### config.mk
export PLATFORM = sky130hd
export DESIGN_NAME = block_pipeline_scheduler
export DESIGN_NICKNAME = d
export VERILOG_FILES = /design/src/rtl/block_pipeline_scheduler.sv
export SDC_FILE = /design/constraint.sdc
export NUM_CORES = 1
export LEC_CHECK = 0
export BUFFER_PORTS_ARGS = -buffer_cell sky130_fd_sc_hd__buf_4
export CELL_PAD_IN_SITES_DETAIL_PLACEMENT = 1
export CELL_PAD_IN_SITES_GLOBAL_PLACEMENT = 2
export CORE_MARGIN = 1.5
export CORE_UTILIZATION = 25
export DETAILED_ROUTE_END_ITERATION = 8
export PLACE_DENSITY = 0.81
export SETUP_SLACK_MARGIN = 0.4
export SYNTH_ARGS = -nofsm -noshare
export SYNTH_HDL_FRONTEND = slang
export SYNTH_SLANG_ARGS = --single-unit
### constraint.sdc
create_clock -name CLOCK_50_I -period 2.6 [get_ports CLOCK_50_I]
set_clock_uncertainty 0.15 [all_clocks]
set_input_delay 0.13 -clock CLOCK_50_I [delete_from_list [all_inputs] [get_ports CLOCK_50_I]]
set_output_delay 0.13 -clock CLOCK_50_I [all_outputs]
set_load 0.02 [all_outputs]
### src/rtl/block_pipeline_scheduler.sv
// Per-frame block sequencer for the M3 (decode) / M2 (IDCT) ping-pong pipeline.
// Walks Y, U, V blocks in raster order and arbitrates the shared SRAM port.
module block_pipeline_scheduler #(
    parameter int Y_COLS  = 40,
    parameter int Y_ROWS  = 30,
    parameter int UV_COLS = 20,
    parameter int UV_ROWS = 30
) (
    input  logic        CLOCK_50_I,
    input  logic        Resetn,
    input  logic        start,
    output logic        done,
    output logic        m3_start,
    input  logic        m3_done,
    output logic        m2_start,
    input  logic        m2_done,
    output logic        buf_sel,
    output logic [1:0]  m2_plane,
    output logic [4:0]  m2_row,
    output logic [5:0]  m2_col,
    input  logic        m3_req,
    input  logic        m2_req,
    output logic        m3_grant,
    output logic        m2_grant,
    input  logic [17:0] m3_sram_address,
    input  logic [17:0] m2_sram_address,
    input  logic [15:0] m2_sram_write_data,
    input  logic        m2_sram_we_n,
    output logic [17:0] SRAM_address,
    output logic [15:0] SRAM_write_data,
    output logic        SRAM_we_n
);

    localparam int          TOTAL       = Y_COLS * Y_ROWS + 2 * UV_COLS * UV_ROWS;
    localparam logic [11:0] TOTAL_C     = 12'(TOTAL);
    localparam logic [5:0]  Y_COL_LAST  = 6'(Y_COLS - 1);
    localparam logic [5:0]  UV_COL_LAST = 6'(UV_COLS - 1);
    localparam logic [4:0]  Y_ROW_LAST  = 5'(Y_ROWS - 1);
    localparam logic [4:0]  UV_ROW_LAST = 5'(UV_ROWS - 1);

    typedef enum logic [2:0] {
        S_IDLE,
        S_FILL,
        S_RUN,
        S_DRAIN,
        S_FIN
    } state_t;

    state_t      state_q, state_d;
    logic        done_q, done_d;
    logic        m3_start_q, m3_start_d;
    logic        m2_start_q, m2_start_d;
    logic        buf_sel_q, buf_sel_d;
    logic [1:0]  plane_q, plane_d;
    logic [4:0]  row_q, row_d;
    logic [5:0]  col_q, col_d;
    logic [11:0] dec_cnt_q, dec_cnt_d;
    logic        d3_q, d3_d;
    logic        d2_q, d2_d;
    logic        m3_grant_q, m3_grant_d;
    logic        m2_grant_q, m2_grant_d;

    logic        d3_now, d2_now;
    logic [5:0]  col_last;
    logic [4:0]  row_last;

    assign d3_now   = d3_q | m3_done;
    assign d2_now   = d2_q | m2_done;
    assign col_last = (plane_q == 2'd0) ? Y_COL_LAST : UV_COL_LAST;
    assign row_last = (plane_q == 2'd0) ? Y_ROW_LAST : UV_ROW_LAST;

    always_ff @(posedge CLOCK_50_I or negedge Resetn) begin
        if (!Resetn) begin
            state_q    <= S_IDLE;
            done_q     <= 1'b0;
            m3_start_q <= 1'b0;
            m2_start_q <= 1'b0;
            buf_sel_q  <= 1'b0;
            plane_q    <= 2'd0;
            row_q      <= 5'd0;
            col_q      <= 6'd0;
            dec_cnt_q  <= 12'd0;
            d3_q       <= 1'b0;
            d2_q       <= 1'b0;
            m3_grant_q <= 1'b0;
            m2_grant_q <= 1'b0;
        end else begin
            state_q    <= state_d;
            done_q     <= done_d;
            m3_start_q <= m3_start_d;
            m2_start_q <= m2_start_d;
            buf_sel_q  <= buf_sel_d;
            plane_q    <= plane_d;
            row_q      <= row_d;
            col_q      <= col_d;
            dec_cnt_q  <= dec_cnt_d;
            d3_q       <= d3_d;
            d2_q       <= d2_d;
            m3_grant_q <= m3_grant_d;
            m2_grant_q <= m2_grant_d;
        end
    end

    always_comb begin
        state_d    = state_q;
        done_d     = 1'b0;
        m3_start_d = 1'b0;
        m2_start_d = 1'b0;
        buf_sel_d  = buf_sel_q;
        plane_d    = plane_q;
        row_d      = row_q;
        col_d      = col_q;
        dec_cnt_d  = dec_cnt_q;
        d3_d       = d3_q;
        d2_d       = d2_q;

        case (state_q)
            S_IDLE: begin
                if (start) begin
                    dec_cnt_d  = 12'd1;
                    buf_sel_d  = 1'b0;
                    plane_d    = 2'd0;
                    row_d      = 5'd0;
                    col_d      = 6'd0;
                    d3_d       = 1'b0;
                    d2_d       = 1'b0;
                    m3_start_d = 1'b1;
                    state_d    = S_FILL;
                end
            end
            S_FILL: begin
                // Block 0 is decoded; its coordinates are already zero.
                if (m3_done) begin
                    buf_sel_d  = ~buf_sel_q;
                    m2_start_d = 1'b1;
                    if (dec_cnt_q < TOTAL_C) begin
                        m3_start_d = 1'b1;
                        dec_cnt_d  = dec_cnt_q + 12'd1;
                        state_d    = S_RUN;
                    end else begin
                        state_d = S_DRAIN;
                    end
                end
            end
            S_RUN: begin
                d3_d = d3_now;
                d2_d = d2_now;
                if (d3_now && d2_now) begin
                    d3_d       = 1'b0;
                    d2_d       = 1'b0;
                    buf_sel_d  = ~buf_sel_q;
                    m2_start_d = 1'b1;
                    if (col_q == col_last) begin
                        col_d = 6'd0;
                        if (row_q == row_last) begin
                            row_d   = 5'd0;
                            plane_d = plane_q + 2'd1;
                        end else begin
                            row_d = row_q + 5'd1;
                        end
                    end else begin
                        col_d = col_q + 6'd1;
                    end
                    if (dec_cnt_q < TOTAL_C) begin
                        m3_start_d = 1'b1;
                        dec_cnt_d  = dec_cnt_q + 12'd1;
                    end else begin
                        state_d = S_DRAIN;
                    end
                end
            end
            S_DRAIN: begin
                if (m2_done) begin
                    done_d  = 1'b1;
                    state_d = S_FIN;
                end
            end
            S_FIN:   state_d = S_IDLE;
            default: state_d = S_IDLE;
        endcase
    end

    // A released grant always yields one idle cycle before anyone is re-granted.
    always_comb begin
        m2_grant_d = 1'b0;
        m3_grant_d = 1'b0;
        if (m2_grant_q) begin
            m2_grant_d = m2_req;
        end else if (m3_grant_q) begin
            m3_grant_d = m3_req;
        end else if (m2_req) begin
            m2_grant_d = 1'b1;
        end else if (m3_req) begin
            m3_grant_d = 1'b1;
        end
    end

    always_comb begin
        SRAM_address    = 18'd0;
        SRAM_write_data = 16'd0;
        SRAM_we_n       = 1'b1;
        if (m2_grant_q) begin
            SRAM_address    = m2_sram_address;
            SRAM_write_data = m2_sram_write_data;
            SRAM_we_n       = m2_sram_we_n;
        end else if (m3_grant_q) begin
            SRAM_address = m3_sram_address;
        end
    end

    assign done     = done_q;
    assign m3_start = m3_start_q;
    assign m2_start = m2_start_q;
    assign buf_sel  = buf_sel_q;
    assign m2_plane = plane_q;
    assign m2_row   = row_q;
    assign m2_col   = col_q;
    assign m3_grant = m3_grant_q;
    assign m2_grant = m2_grant_q;

endmodule

# Word level (Yosys, flattened, before mapping)
# Cells that the tools add are included.
# Widths: inputs -> output; s select.
# totals
reg_bits,36
latchBits,0
ram_bits,0
mem_bits_ro,0
inputBits,60
out_inout_bits,54
mem_count,0
# classes
addsub,4
mul,0
div_mod_pow,0
n_lt_le_gt_ge,1
eq_ne,12
shifts,0
mux,56
bitwise,3
reduce_logical,11
# op_table
operator,count
$mux 12,4
$mux 18,2
$pmux 12 s3,1
$mux 6,4
$mux 1,22
$mux 5,4
$mux 16,1
$mux 3,5
$ne 2x2->1 const B,7
$add 12x1->12 const B,1
$lt 12x12->1 const B,1
$pmux 3 s4,1
$pmux 6 s2,1
$pmux 5 s2,1
$reduce_and 5->1,2
$mux 2,4
$reduce_and 4->1,2
$add 6x1->6 const B,1
$eq 3x2->1 const B,2
$eq 6x6->1,1
$pmux 1 s2,3
$pmux 1 s3,2
$add 5x1->5 const B,1
$eq 5x5->1 const B,1
12 further kinds,13

# Longest topological paths before layout
# depth
ltp_word,6
depth_mapped,7

# Worst setup path after synthesis
# OpenSTA, ideal clock, no wires.
# synth_timing
kind,register to register
start,"register plane_q[0], in the netlist m2_plane[0]"
end,"register row_q[0], in the netlist m2_row[0]"
setup_ns,0.125
t_arrival_ns,2.232
required_time_ns,2.325
path_slack_ns,0.093
stages_incl_launch_ff,7
n_path_buf,0
path_cell_list,dfrtp_1 inv_1 ha_1 or4b_1 a211o_1 a21oi_2 mux2_2
# synth_between
elab_chain_len,5
# synth_lines
element,line_no,rtl
"start, declared",54,"logic [1:0] plane_q, plane_d;"
"start signal, assigned",93,plane_q <= plane_d;
$logic_not 2->1,n/a,
$mux 6,69,assign col_last = (plane_q == 2'd0) ? Y_COL_LAST : UV_COL_LAST;
$eq 6x6->1,153,if (col_q == col_last) begin
$ne 2x2->1 (no source line),n/a,
$reduce_and 4->1 (no source line),n/a,
"end signal, assigned",94,row_q <= row_d;
"end, declared",55,"logic [4:0] row_q, row_d;"
# No other way between the ends.
# A chain may end at the register's enable or synchronous reset.

# Final worst setup path
# layout_timing
start,"register plane_q[1], in the netlist m2_plane[1]"
end,"register row_q[0], in the netlist m2_row[0]"
# Same word-level chain as after synthesis.

==> impl_metrics.csv <==
group,metric,value,unit
outcome,outcome,"finished, final reports clean",
pwr,power.density,790,nW/um^2
logic_synthesis,synth_nets,309,
route,detail-route-antenna-nets,0,
logic_synthesis,ys.flop_type,"dfrtp_1",
route,top_layer_used,"met4",
timing,rsz0062_at_grt,"yes",
worst_setup_path,end_kind,"register",
pwr,ir_drop,591,uV
route,first_pass_iters,4,
worst_setup_path,crit_chain,"inv_2, ha_4, or4b_4, a211o_4, a21oi_4, mux2_4",
clock_tree,root_buffer,"clkbuf_8",
logic_synthesis,synth_area,2240,um^2
route,wl,7.87,mm
worst_setup_path,cp_top_family,"compound AO/OA/AOI/OAI gates",
logic_synthesis,netlist_top_cells_area,"dfrtp_1, a22o_1, and2_1, nand3_1, ha_1",
final_layout,fin_area,3510,um^2
route,via_per_inst,5.18,
clock_tree,cts_sinks,36,
place,place.gp.congestion,0.781,
floorplan,start_util,25.7,%
timing,hold_violations,0,
grt,grt_max_degree,37,
place,place_area,3240,um^2
logic_synthesis,synth_edf_count,0,
clock_tree,cts_buffers,5,
final_layout,stdcell_count,481,
final_layout,antenna_cells,0,
logic_synthesis,synth-async-reset-ratio,100,%
timing,worst_slew_pin_slew,479,ps
floorplan,die_y,97.7,um
final_layout,syn_to_final_growth,56.4,%
pwr,p_leak,1.63,nW
place,pre_cts_ws,228,ps
timing,period_needed,2240,ps
logic_synthesis,synth_area_per_cell,9.18,um^2
clock_tree,cts_tree,"done",
final_layout,nets,437,
grt,grt_usage,16.6,%
place,placed_cells,459,
final_layout,final_cell_mix,"buf_4, dfrtp_1, a22o_1",
logic_synthesis,ys_seq_area_share,40.2,%
final_layout,layout-drive-gt1-share,42.1,%
route,drc,0,
floorplan,row_count,34,
floorplan,die_x,97.7,um
logic_synthesis,synth.distinct_cells,52,
route,dr_wl_met2,4.13,mm
logic_synthesis,synth.top_cell.area_share,40.2,%
worst_setup_path,critical_path_class,"register to register",
route,wl_per_cell,16.4,um
timing,setup_violations,0,
timing,slew_violations,0,
place,dp_hpwl,5.94,mm
logic_synthesis,netlist_instances,244,
worst_setup_path,worstSetupStartpointType,"register",
pwr,total_power,2.77,mW
floorplan,io_pins,114,
grt,antenna_found_initial,0,
grt,grt.overflow.total,0,
hold_path,min_path_type,"input port to register",
worst_setup_path,max_stage_delay,490,ps
worst_setup_path,cp_max_fo,6,
worst_setup_path,regToRegSetupSlack,360,ps
logic_synthesis,yosys_register_bits,36,
floorplan,coreArea,8720,um^2
grt,grt_pass1_vias,2496,
worst_setup_path,cp_slowest_cell,"or4b_4",
worst_setup_path,critPathBufInv,1,
grt,grt_pass1_wl,13.0,mm
worst_setup_path,arrival,2260,ps
place,io_buffers,113,
flow_run,cap_viol_max_count,0,
worst_setup_path,required,2620,ps
timing,maxSlewHeadroom,68.1,%
logic_synthesis,yosysWarnings,0,
timing,fin_ws,362,ps
route,vias,2492,
floorplan,die-area,9540,um^2
route,wl_met3,462,um
clock_tree,clkTransAtPathRegs,70,ps
logic_synthesis,yosysTopAreaCell,"dfrtp_1",
timing,max_freq,447,MHz
timing,min_period_over_period,86.1,%
route,drt-met1-wl,3.18,mm
final_layout,layout_commonest_cell,"buf_4",
route,dr.first_iter.drc_count,109,
clock_tree,htree_levels,2,
timing,tns,0,ps
clock_tree,clk_latency,280,ps
clock_tree,clk_path_buf_depth,2,
## stage by stage
stage / util, % / hold slack, ps
4_1_cts: 39.5 / 6.77
2_1_floorplan: - / -316
6_report: 40.2 / 17.2
5_1_grt: 40.2 / 40.7
3_5_place_dp: 37.2 / -18.8
3_3_place_gp: 37.2 / -22.8
## final cells by class
cell class | count | area [um^2]
well taps | 108 | 135
repair buffers | 135 | 1020
multi-input cells | 182 | 1310
fillers | 1059 | 5220
inverters | 12 | 45.0
flip-flops and latches | 36 | 907
clock buffers | 8 | 90.1
## worst register-to-register path: stages (launching register included)
cell	delay, ps
dfrtp_2	370
inv_2	50
ha_4	150
or4b_4	490
a211o_4	390
a21oi_4	210
mux2_4	320
## cell usage after synthesis, types with 5 or more instances
library cell,count
nand2_1,16
o21ai_0,8
a21oi_1,5
nand2b_1,7
o211ai_1,5
nand3_1,14
inv_1,11
a31oi_1,6
and2_1,17
and3_1,6
clkbuf_1,8
or4_1,5
dfrtp_1,36
nor2_1,10
a22o_1,18
ha_1,5
## power by group
part	switching, mW	internal, mW
registers	0.180	0.721
logic	0.780	0.678
clock network	0.195	0.216
## cells by family (layout without fill, tap and decap cells)
logic type	Yosys count	after routing	synth area share (%)
AND/OR/NAND/NOR	100	100	25.3
AO/OA/AOI/OAI	69	69	23.1
flip-flops	36	36	40.2
buffers and inverters	26	155	4.91
multiplexers	7	7	3.29
adder cells (fa/ha/maj)	5	5	2.79
XOR/XNOR	1	1	0.391
## state kept, by name, summed over array words and instances (netlist names)
name / count
buf_sel: 1
d2_q: 1
d3_q: 1
dec_cnt_q: 12
done: 1
m2_col: 6
m2_grant: 1
m2_plane: 2
m2_row: 5
m2_start: 1
m3_grant: 1
m3_start: 1
state_q: 3
## routing by layer
metal / up-vias / track usage (%)
met1: 1204 / 20.8
met4: 0 / 3.41
met2: 109 / 30.3
met5: - / 0
met3: 9 / 2.16
li1: 1170 / -
## path summary, 6_finish.rpt
kind | startpoint | end | depth (start not counted)
setup / recovery | m2_plane[1] | m2_row[0] | 6
hold / removal | m2_done | state_q[2] | 3
setup reg to reg | m2_plane[1] | m2_row[0] | 6
min in group asynchronous | Resetn | m2_plane[1] | 2
hold reg to reg | m2_grant | m3_grant | 1
max in group asynchronous | Resetn | state_q[2] | 2
## what timing repair did
action | in CTS | in global routing
pin swaps | 2 | 3
hold buffers | 4 | 0
gates resized for setup | 9 | 5
buffers inserted | 5 | 5
cloned | 0 | 0
endpoints found under the setup margin | 15 | 13
hold endpoints to repair | 39 | 0
(Power assumes the default switching activity.)
